`config.mk`:
```
export PLATFORM = sky130hd
export DESIGN_NAME = dsp_mac_pipe
export DESIGN_NICKNAME = d
export VERILOG_FILES = /design/src/rtl/dsp_pkg.sv /design/src/rtl/dsp_post_alu.sv /design/src/rtl/dsp_mac_pipe.sv
export SDC_FILE = /design/constraint.sdc
export NUM_CORES = 2
export LEC_CHECK = 0
export CAP_MARGIN = 30
export CORE_MARGIN = 5
export CORE_UTILIZATION = 45
export DETAILED_ROUTE_END_ITERATION = 16
export GPL_TIMING_DRIVEN = 0
export PLACE_DENSITY = 0.59
export SETUP_SLACK_MARGIN = 0.4
export SYNTH_ARGS = -nofsm -noshare
export SYNTH_HDL_FRONTEND = slang
export SYNTH_SLANG_ARGS = --single-unit
```
`constraint.sdc`:
```
create_clock -name clk -period 11.4 [get_ports clk]
set_clock_uncertainty 0.1 [all_clocks]
set_input_delay 1.14 -clock clk [delete_from_list [all_inputs] [get_ports clk]]
set_output_delay 1.14 -clock clk [all_outputs]
set_load 0.03 [all_outputs]
```
`src/rtl/dsp_pkg.sv`:
```
// Shared constants and width helpers for the dsp_mac_pipe slice.
// Opmode encodings and pre-adder / product width functions.
package dsp_pkg;

  localparam logic [1:0] OP_ADD = 2'b00;
  localparam logic [1:0] OP_ACC = 2'b01;
  localparam logic [1:0] OP_SUB = 2'b10;
  localparam logic [1:0] OP_CLR = 2'b11;

  function automatic int pre_w(input int bw, input int dw);
    return ((bw > dw) ? bw : dw) + 1;
  endfunction

  function automatic int prod_w(input int aw, input int bw, input int dw);
    return aw + pre_w(bw, dw);
  endfunction

endpackage

```
`src/rtl/dsp_post_alu.sv`:
```
// Post-adder: add/sub/acc/clear at P_W+1 bits, overflow detect, clamp.
// In: m, c, p_q, opmode. Out: p_nxt, ovf_set, ovf_clr.
import dsp_pkg::*;

module dsp_post_alu #(
  parameter int P_W = 48,
  parameter int M_W = 37,
  parameter int C_W = 48,
  parameter int SAT = 0
) (
  input  logic signed [M_W-1:0] m,
  input  logic signed [C_W-1:0] c,
  input  logic signed [P_W-1:0] p_q,
  input  logic        [1:0]     opmode,
  output logic signed [P_W-1:0] p_nxt,
  output logic                  ovf_set,
  output logic                  ovf_clr
);

  localparam logic [P_W-1:0] P_MAX = {1'b0, {(P_W-1){1'b1}}};
  localparam logic [P_W-1:0] P_MIN = {1'b1, {(P_W-1){1'b0}}};

  logic signed [P_W:0] m_x;
  logic signed [P_W:0] c_x;
  logic signed [P_W:0] p_x;
  logic signed [P_W:0] sum;
  logic                ovf;

  assign m_x = {{(P_W+1-M_W){m[M_W-1]}}, m};
  assign c_x = {{(P_W+1-C_W){c[C_W-1]}}, c};
  assign p_x = {p_q[P_W-1], p_q};

  always_comb begin
    sum = '0;
    unique case (opmode)
      OP_ADD: sum = c_x + m_x;
      OP_ACC: sum = p_x + m_x;
      OP_SUB: sum = c_x - m_x;
      OP_CLR: sum = '0;
    endcase
  end

  // Top two bits disagree: result left the signed P_W range.
  assign ovf     = sum[P_W] ^ sum[P_W-1];
  assign ovf_clr = (opmode == OP_CLR);
  assign ovf_set = ovf & ~ovf_clr;

  always_comb begin
    p_nxt = sum[P_W-1:0];
    if (SAT != 0 && ovf)
      p_nxt = sum[P_W] ? P_MIN : P_MAX;
  end

endmodule

```
`src/rtl/dsp_mac_pipe.sv`:
```
// 4-stage DSP slice: p = post((d +/- b) * a, c) with valid, ce, ovf.
// In: clk rst_n ce in_valid a b d c pre_sub opmode. Out: p out_valid ovf.
import dsp_pkg::*;

module dsp_mac_pipe #(
  parameter int A_W = 18,
  parameter int B_W = 18,
  parameter int D_W = 18,
  parameter int C_W = 48,
  parameter int P_W = 48,
  parameter int SAT = 0
) (
  input  logic                  clk,
  input  logic                  rst_n,
  input  logic                  ce,
  input  logic                  in_valid,
  input  logic signed [A_W-1:0] a,
  input  logic signed [B_W-1:0] b,
  input  logic signed [D_W-1:0] d,
  input  logic signed [C_W-1:0] c,
  input  logic                  pre_sub,
  input  logic        [1:0]     opmode,
  output logic signed [P_W-1:0] p,
  output logic                  out_valid,
  output logic                  ovf
);

  localparam int PRE_W = pre_w(B_W, D_W);
  localparam int M_W   = prod_w(A_W, B_W, D_W);

  // S1
  logic signed [A_W-1:0] a1_q;
  logic signed [B_W-1:0] b1_q;
  logic signed [D_W-1:0] d1_q;
  logic signed [C_W-1:0] c1_q;
  logic                  ps1_q;
  logic        [1:0]     op1_q;
  logic                  v1_q;
  // S2
  logic signed [PRE_W-1:0] pre_d;
  logic signed [PRE_W-1:0] pre2_q;
  logic signed [A_W-1:0]   a2_q;
  logic signed [C_W-1:0]   c2_q;
  logic        [1:0]       op2_q;
  logic                    v2_q;
  // S3
  logic signed [M_W-1:0] m_d;
  logic signed [M_W-1:0] m3_q;
  logic signed [C_W-1:0] c3_q;
  logic        [1:0]     op3_q;
  logic                  v3_q;
  // S4
  logic signed [P_W-1:0] p_d;
  logic signed [P_W-1:0] p_q;
  logic                  ovf_q;
  logic                  ov_q;
  logic                  ovf_set;
  logic                  ovf_clr;

  logic signed [PRE_W-1:0] b_x;
  logic signed [PRE_W-1:0] d_x;
  logic signed [M_W-1:0]   pre_x;
  logic signed [M_W-1:0]   a_x;

  assign b_x   = {{(PRE_W-B_W){b1_q[B_W-1]}}, b1_q};
  assign d_x   = {{(PRE_W-D_W){d1_q[D_W-1]}}, d1_q};
  assign pre_d = ps1_q ? (d_x - b_x) : (d_x + b_x);

  assign pre_x = {{A_W{pre2_q[PRE_W-1]}}, pre2_q};
  assign a_x   = {{PRE_W{a2_q[A_W-1]}}, a2_q};
  assign m_d   = pre_x * a_x;

  dsp_post_alu #(
    .P_W (P_W),
    .M_W (M_W),
    .C_W (C_W),
    .SAT (SAT)
  ) u_post (
    .m       (m3_q),
    .c       (c3_q),
    .p_q     (p_q),
    .opmode  (op3_q),
    .p_nxt   (p_d),
    .ovf_set (ovf_set),
    .ovf_clr (ovf_clr)
  );

  always_ff @(posedge clk or negedge rst_n) begin
    if (!rst_n) begin
      a1_q   <= '0;
      b1_q   <= '0;
      d1_q   <= '0;
      c1_q   <= '0;
      ps1_q  <= 1'b0;
      op1_q  <= '0;
      v1_q   <= 1'b0;
      pre2_q <= '0;
      a2_q   <= '0;
      c2_q   <= '0;
      op2_q  <= '0;
      v2_q   <= 1'b0;
      m3_q   <= '0;
      c3_q   <= '0;
      op3_q  <= '0;
      v3_q   <= 1'b0;
      p_q    <= '0;
      ovf_q  <= 1'b0;
      ov_q   <= 1'b0;
    end else if (ce) begin
      a1_q   <= a;
      b1_q   <= b;
      d1_q   <= d;
      c1_q   <= c;
      ps1_q  <= pre_sub;
      op1_q  <= opmode;
      v1_q   <= in_valid;
      pre2_q <= pre_d;
      a2_q   <= a1_q;
      c2_q   <= c1_q;
      op2_q  <= op1_q;
      v2_q   <= v1_q;
      m3_q   <= m_d;
      c3_q   <= c2_q;
      op3_q  <= op2_q;
      v3_q   <= v2_q;
      ov_q   <= v3_q;
      // Bubbles leave the accumulator and flag untouched.
      if (v3_q) begin
        p_q <= p_d;
        if (ovf_clr)
          ovf_q <= 1'b0;
        else if (ovf_set)
          ovf_q <= 1'b1;
      end
    end
  end

  assign p         = p_q;
  assign out_valid = ov_q;
  assign ovf       = ovf_q;

endmodule

```
; ---- Word-level counts from Yosys, hierarchy flattened
; Cells that the tools add are included.
[classes]
n_addsub = 5
reduce_logical = 4
mux = 4
multipliers = 1
bitwise_logic = 3
eq_ne = 3
[ops]
columns = op, count
row1 = $pmux W49 S4, 1
row2 = $add A48 B37 Y49, 2
row3 = $sub A48 B37 Y49, 1
row4 = $mul A19 B18 Y37, 1
row5 = $add A18 B18 Y19, 1
row6 = $mux W19, 1
row7 = $sub A18 B18 Y19, 1
row8 = $eq A2 B2 Y1 const B, 2
row9 = $reduce_and A3 Y1, 1
row10 = $eq A2 B1 Y1 const B, 1
row11 = $logic_not A2 Y1, 1
row12 = $mux W1, 2
row13 = $reduce_and A2 Y1, 1
row14 = $reduce_bool A2 Y1, 1
row15 = $and A1 B1 Y1, 1
row16 = $not A1 Y1, 1
row17 = $xor A1 B1 Y1, 1
[word_totals]
elab_cells = 39
reg_bits = 332
inputBits = 109

; ---- Longest topological paths before layout
[logic_depth]
depth_word = 6
mapped_depth = 28
mapped_depth_nobuf = 26

; ---- Modules after synthesis
; Synthesis repeated with hierarchy kept, for this count alone.
[unflattened]
cells_unflattened = 3417
area_unflattened_um2 = 33499.6
[by_module_without_submodules]
columns = mod, instances, area_per_inst_um2, seq_area_each_um2, cells_each
row1 = dsp_mac_pipe, 1, 26411.6, 8308.0, 2363
row2 = dsp_post_alu, 1, 7088.0, 0.0, 1054

; ---- Least setup slack after synthesis
; No wires, ideal clock.
[synth_path]
kind = register to register
startpoint = register pre2_q[10]
endpoint = register m3_q[33]
path_stages_with_launch = 23
setup_time_ns = 0.125
arrival_time_ns = 6.475
synth_period_minus_slack_ns = 6.700
t_required_ns = 11.175
slack_ns = 4.700
path_cell_list = dfrtp_1 clkbuf_1 clkbuf_1 nand2_1 fa_1 fa_1 fa_1 fa_1 inv_1 fa_1 inv_1 fa_1 inv_1 ha_1 a21o_1 a21o_1 a221o_1 o311a_1 nor2_2 a211oi_1 or4_1 xor2_1 mux2_4
[synth_via]
elab_chain_len = 1
[synth_rtl]
columns = element, line_no
row1 = "start, declared", dsp_mac_pipe.sv:41  ; logic signed [PRE_W-1:0] pre2_q;
row2 = "start signal, assigned", dsp_mac_pipe.sv:117  ; pre2_q <= pre_d;
row3 = $mul A19 B18 Y37, dsp_mac_pipe.sv:71  ; assign m_d = pre_x * a_x;
row4 = "end signal, assigned", dsp_mac_pipe.sv:122  ; m3_q <= m_d;
row5 = "end, declared", dsp_mac_pipe.sv:48  ; logic signed [M_W-1:0] m3_q;
; Every way passes these cells.
; A chain may end at the register's enable or synchronous reset.

; ---- Worst setup path in the final report
; Ends and elaborated chain as after synthesis.

==> qor.yml <==
vias: 24360
finalHoldViolCount: 0
synthesis.area_um2: 32290
cp_max_fo: 10
initial_core_util_pct: 45.25
end_kind: "flip-flop"
syn_inst: 3272
holdPathEnd: "op3_q[0]"
drtAntennaViolNets: 0
timing.fmax_mhz: 127.0
clock_latency_ns: 0.59
synth_top_area_share_pct: 25.73
hold_path_depth: 2
die_y_um: 277.9
cp.arrival_ns: 8.23
grt_max_degree: 118
avgViaCountPerCell: 5.466
rsz0062_at_grt: "false"
synth_ff_type: "dfrtp_1"
grt_first_pass_wirelength_um: 142300
finalCritPeriodShare_pct: 69.05
cp.required_ns: 11.76
antenna_found_initial: 4
crit_start: "pre2_q[10]"
syn-num-nets: 3940
setup_viol: 0
cts.sinks: 332
startpoint_type: "flip-flop"
overflow: 0
coreArea_um2: 71360
critical_path.top_delay_family: "adder cells"
synth_most_common_cell: "inv_1"
drt_iter0_drc: 1727
fp-row-count: 98
cp.depth: 22
synth_edf_count: 0
drv_cap: 0
die_area_um2: 77220
io_buffers: 158
yosys-top-cells-count: "430 x inv_1, 348 x fa_1, 332 x dfrtp_1"
clock_path_buffers: 3
hp-class: "flip-flop to flip-flop"
synth_cell_types: 82
cpMaxStageDelayCell: "clkbuf_1"
yosysWarnings: 0
wl_um: 91510
drt_drc_violations_left: 0
clk_pin_slew_ns: 0.06
post-route-util_pct: 51.26
gp_congestion: 0.9517
wire_per_inst_um: 20.53
worst_pin_slew_ns: 1.043
r2r-end: "m3_q[33]"
cts_tree: "yes"
async_flop_share_pct: 100.0
cp_slowest_stage_delay_ns: 0.59
htreeDepth: 2
criticalPathCategory: "flip-flop to flip-flop"
holdBufCountCts: 0
final-max-slew-violation-count: 0
nets: 4147
post-place-cells: 4386
drive_above_1_share_pct: 10.15
avgSynthCellArea_um2: 9.869
r2r.worst_path.cells: 22
status: "finished, final reports clean"
hp-start: "op2_q[0]"
r2r_setup_slack_ns: 3.53
synth-seq-area-share_pct: 25.73
grt_pass1_vias: 24770
drtPass1Iterations: 6
die_w_um: 277.9
fin_crit_ns: 7.871
crit_path_frequent_cell: "fa_1"
setup_tns_ns: 0
regToRegStartpoint: "pre2_q[10]"
numCtsBuffers: 40
ys_ff_latch: 332
areaGrowthSynthToFinish_pct: 13.28
dp_hpwl_um: 73960
synth_area_leaders: "dfrtp_1 26%, fa_1 22%, mux2_2 9.1%, ha_1 8.2%, inv_1 5.0%"
finalNonFillerCells: 4457
io-pin-count: 159
slew_headroom_pct: 30.18
cts_resized: 0
worstPathCellList: "clkbuf_1 > clkbuf_1 > nand2_1 > fa_1 > fa_1 > fa_1 > fa_1 > inv_1 > fa_1 > inv_1 > fa_1 > inv_1 > ha_1 > a21o_1 > a21o_1 > a221o_1 > o311a_1 > nor2_2 > a211oi_1 > or4_1 > xor2_1 > mux2_4"
cts_root_buf: "clkbuf_16"
path_buf_inv: 5
yosys.area.top_type: "dfrtp_1"
holdWs_ns: 0.3825
postCtsSetupBuffers: 0
grt_use_total_pct: 23.54
## stage by stage
stage / worst slack (ns) / cell area [µm²]
CTS: 3.545 / 36560
global placement: -6.052 / 35060
finish: 3.529 / 36580
floorplan: 4.700 / 32290
global route: 3.258 / 36580
detailed placement: 3.573 / 35180
## logic make-up after synthesis
kind of cell	synth area share [%]
xor+xnor	4.936
mux	9.404
buf+inv	6.781
flops	25.73
compound gates	11.43
simple gates	11.97
fa+ha+maj	29.75
## sequential cells by signal, summed over array words and instances (netlist names)
name       flops
a2_q          18
c2_q          48
out_valid      1
pre2_q        19
m3_q          37
d1_q          18
a1_q          18
v1_q           1
b1_q          18
op2_q          2
p             48
ovf            1
c3_q          48
ps1_q          1
v3_q           1
c1_q          48
v2_q           1
op1_q          2
op3_q          2
## cell usage in the layout, fill, tap and decap left out, drive strengths merged, types with 23 or more instances in the layout
master	instances
fa	348
nand2	271
a21o	85
o21bai	26
inv	432
dfrtp	332
xor2	52
a21oi	153
clkbuf	195
xnor2	130
ha	211
o21ai	108
o21a	29
clkdlybuf4s50	157
nor2	143
nor3	35
nand4	23
a31oi	26
mux2	262
nand3	33
and2	172
## layout make-up
type | count | area, µm²
Clock inverter | 18 | 257.7
Tap cell | 950 | 1189
Timing Repair Buffer | 165 | 1717
Clock buffer | 51 | 1122
Multi-Input combinational cell | 2359 | 21790
Antenna cell | 1 | 2.502
Sequential cell | 332 | 8308
Buffer | 150 | 571.8
Fill cell | 6735 | 34780
Inverter | 431 | 1618
## how the worst max path moves through the flow
stage | endpoint | slack, ns
floorplan | m3_q[33] | 4.70
global placement | a2_q[1] | -6.05
detailed placement | m3_q[33] | 3.57
CTS | m3_q[33] | 3.54
global route | m3_q[33] | 3.26
finish | m3_q[33] | 3.53
## worst register-to-register path: stages, from the launching register on
cell      delay, ns
dfrtp_1        0.32
clkbuf_1       0.51
clkbuf_1       0.60
nand2_1        0.20
fa_1           0.56
fa_1           0.59
fa_1           0.45
fa_1           0.54
inv_1          0.06
fa_1           0.48
inv_1          0.05
fa_1           0.47
inv_1          0.05
ha_1           0.32
a21o_1         0.19
a21o_1         0.22
a221o_1        0.44
o311a_1        0.37
nor2_2         0.18
a211oi_1       0.12
or4_1          0.53
xor2_1         0.16
mux2_4         0.25
## layer usage
metal  track usage (%)  vias to the layer above  routed length, µm
li1                  -                    11290                  -
met1             32.79                    12200              40550
met2             37.54                      742              41530
met3             5.109                      138               6790
met4             6.314                        0               2644
met5                 0                        -                  0
Power is not shown: default switching activity piles up to over one toggle a cycle in this logic, so the estimate is an artifact.
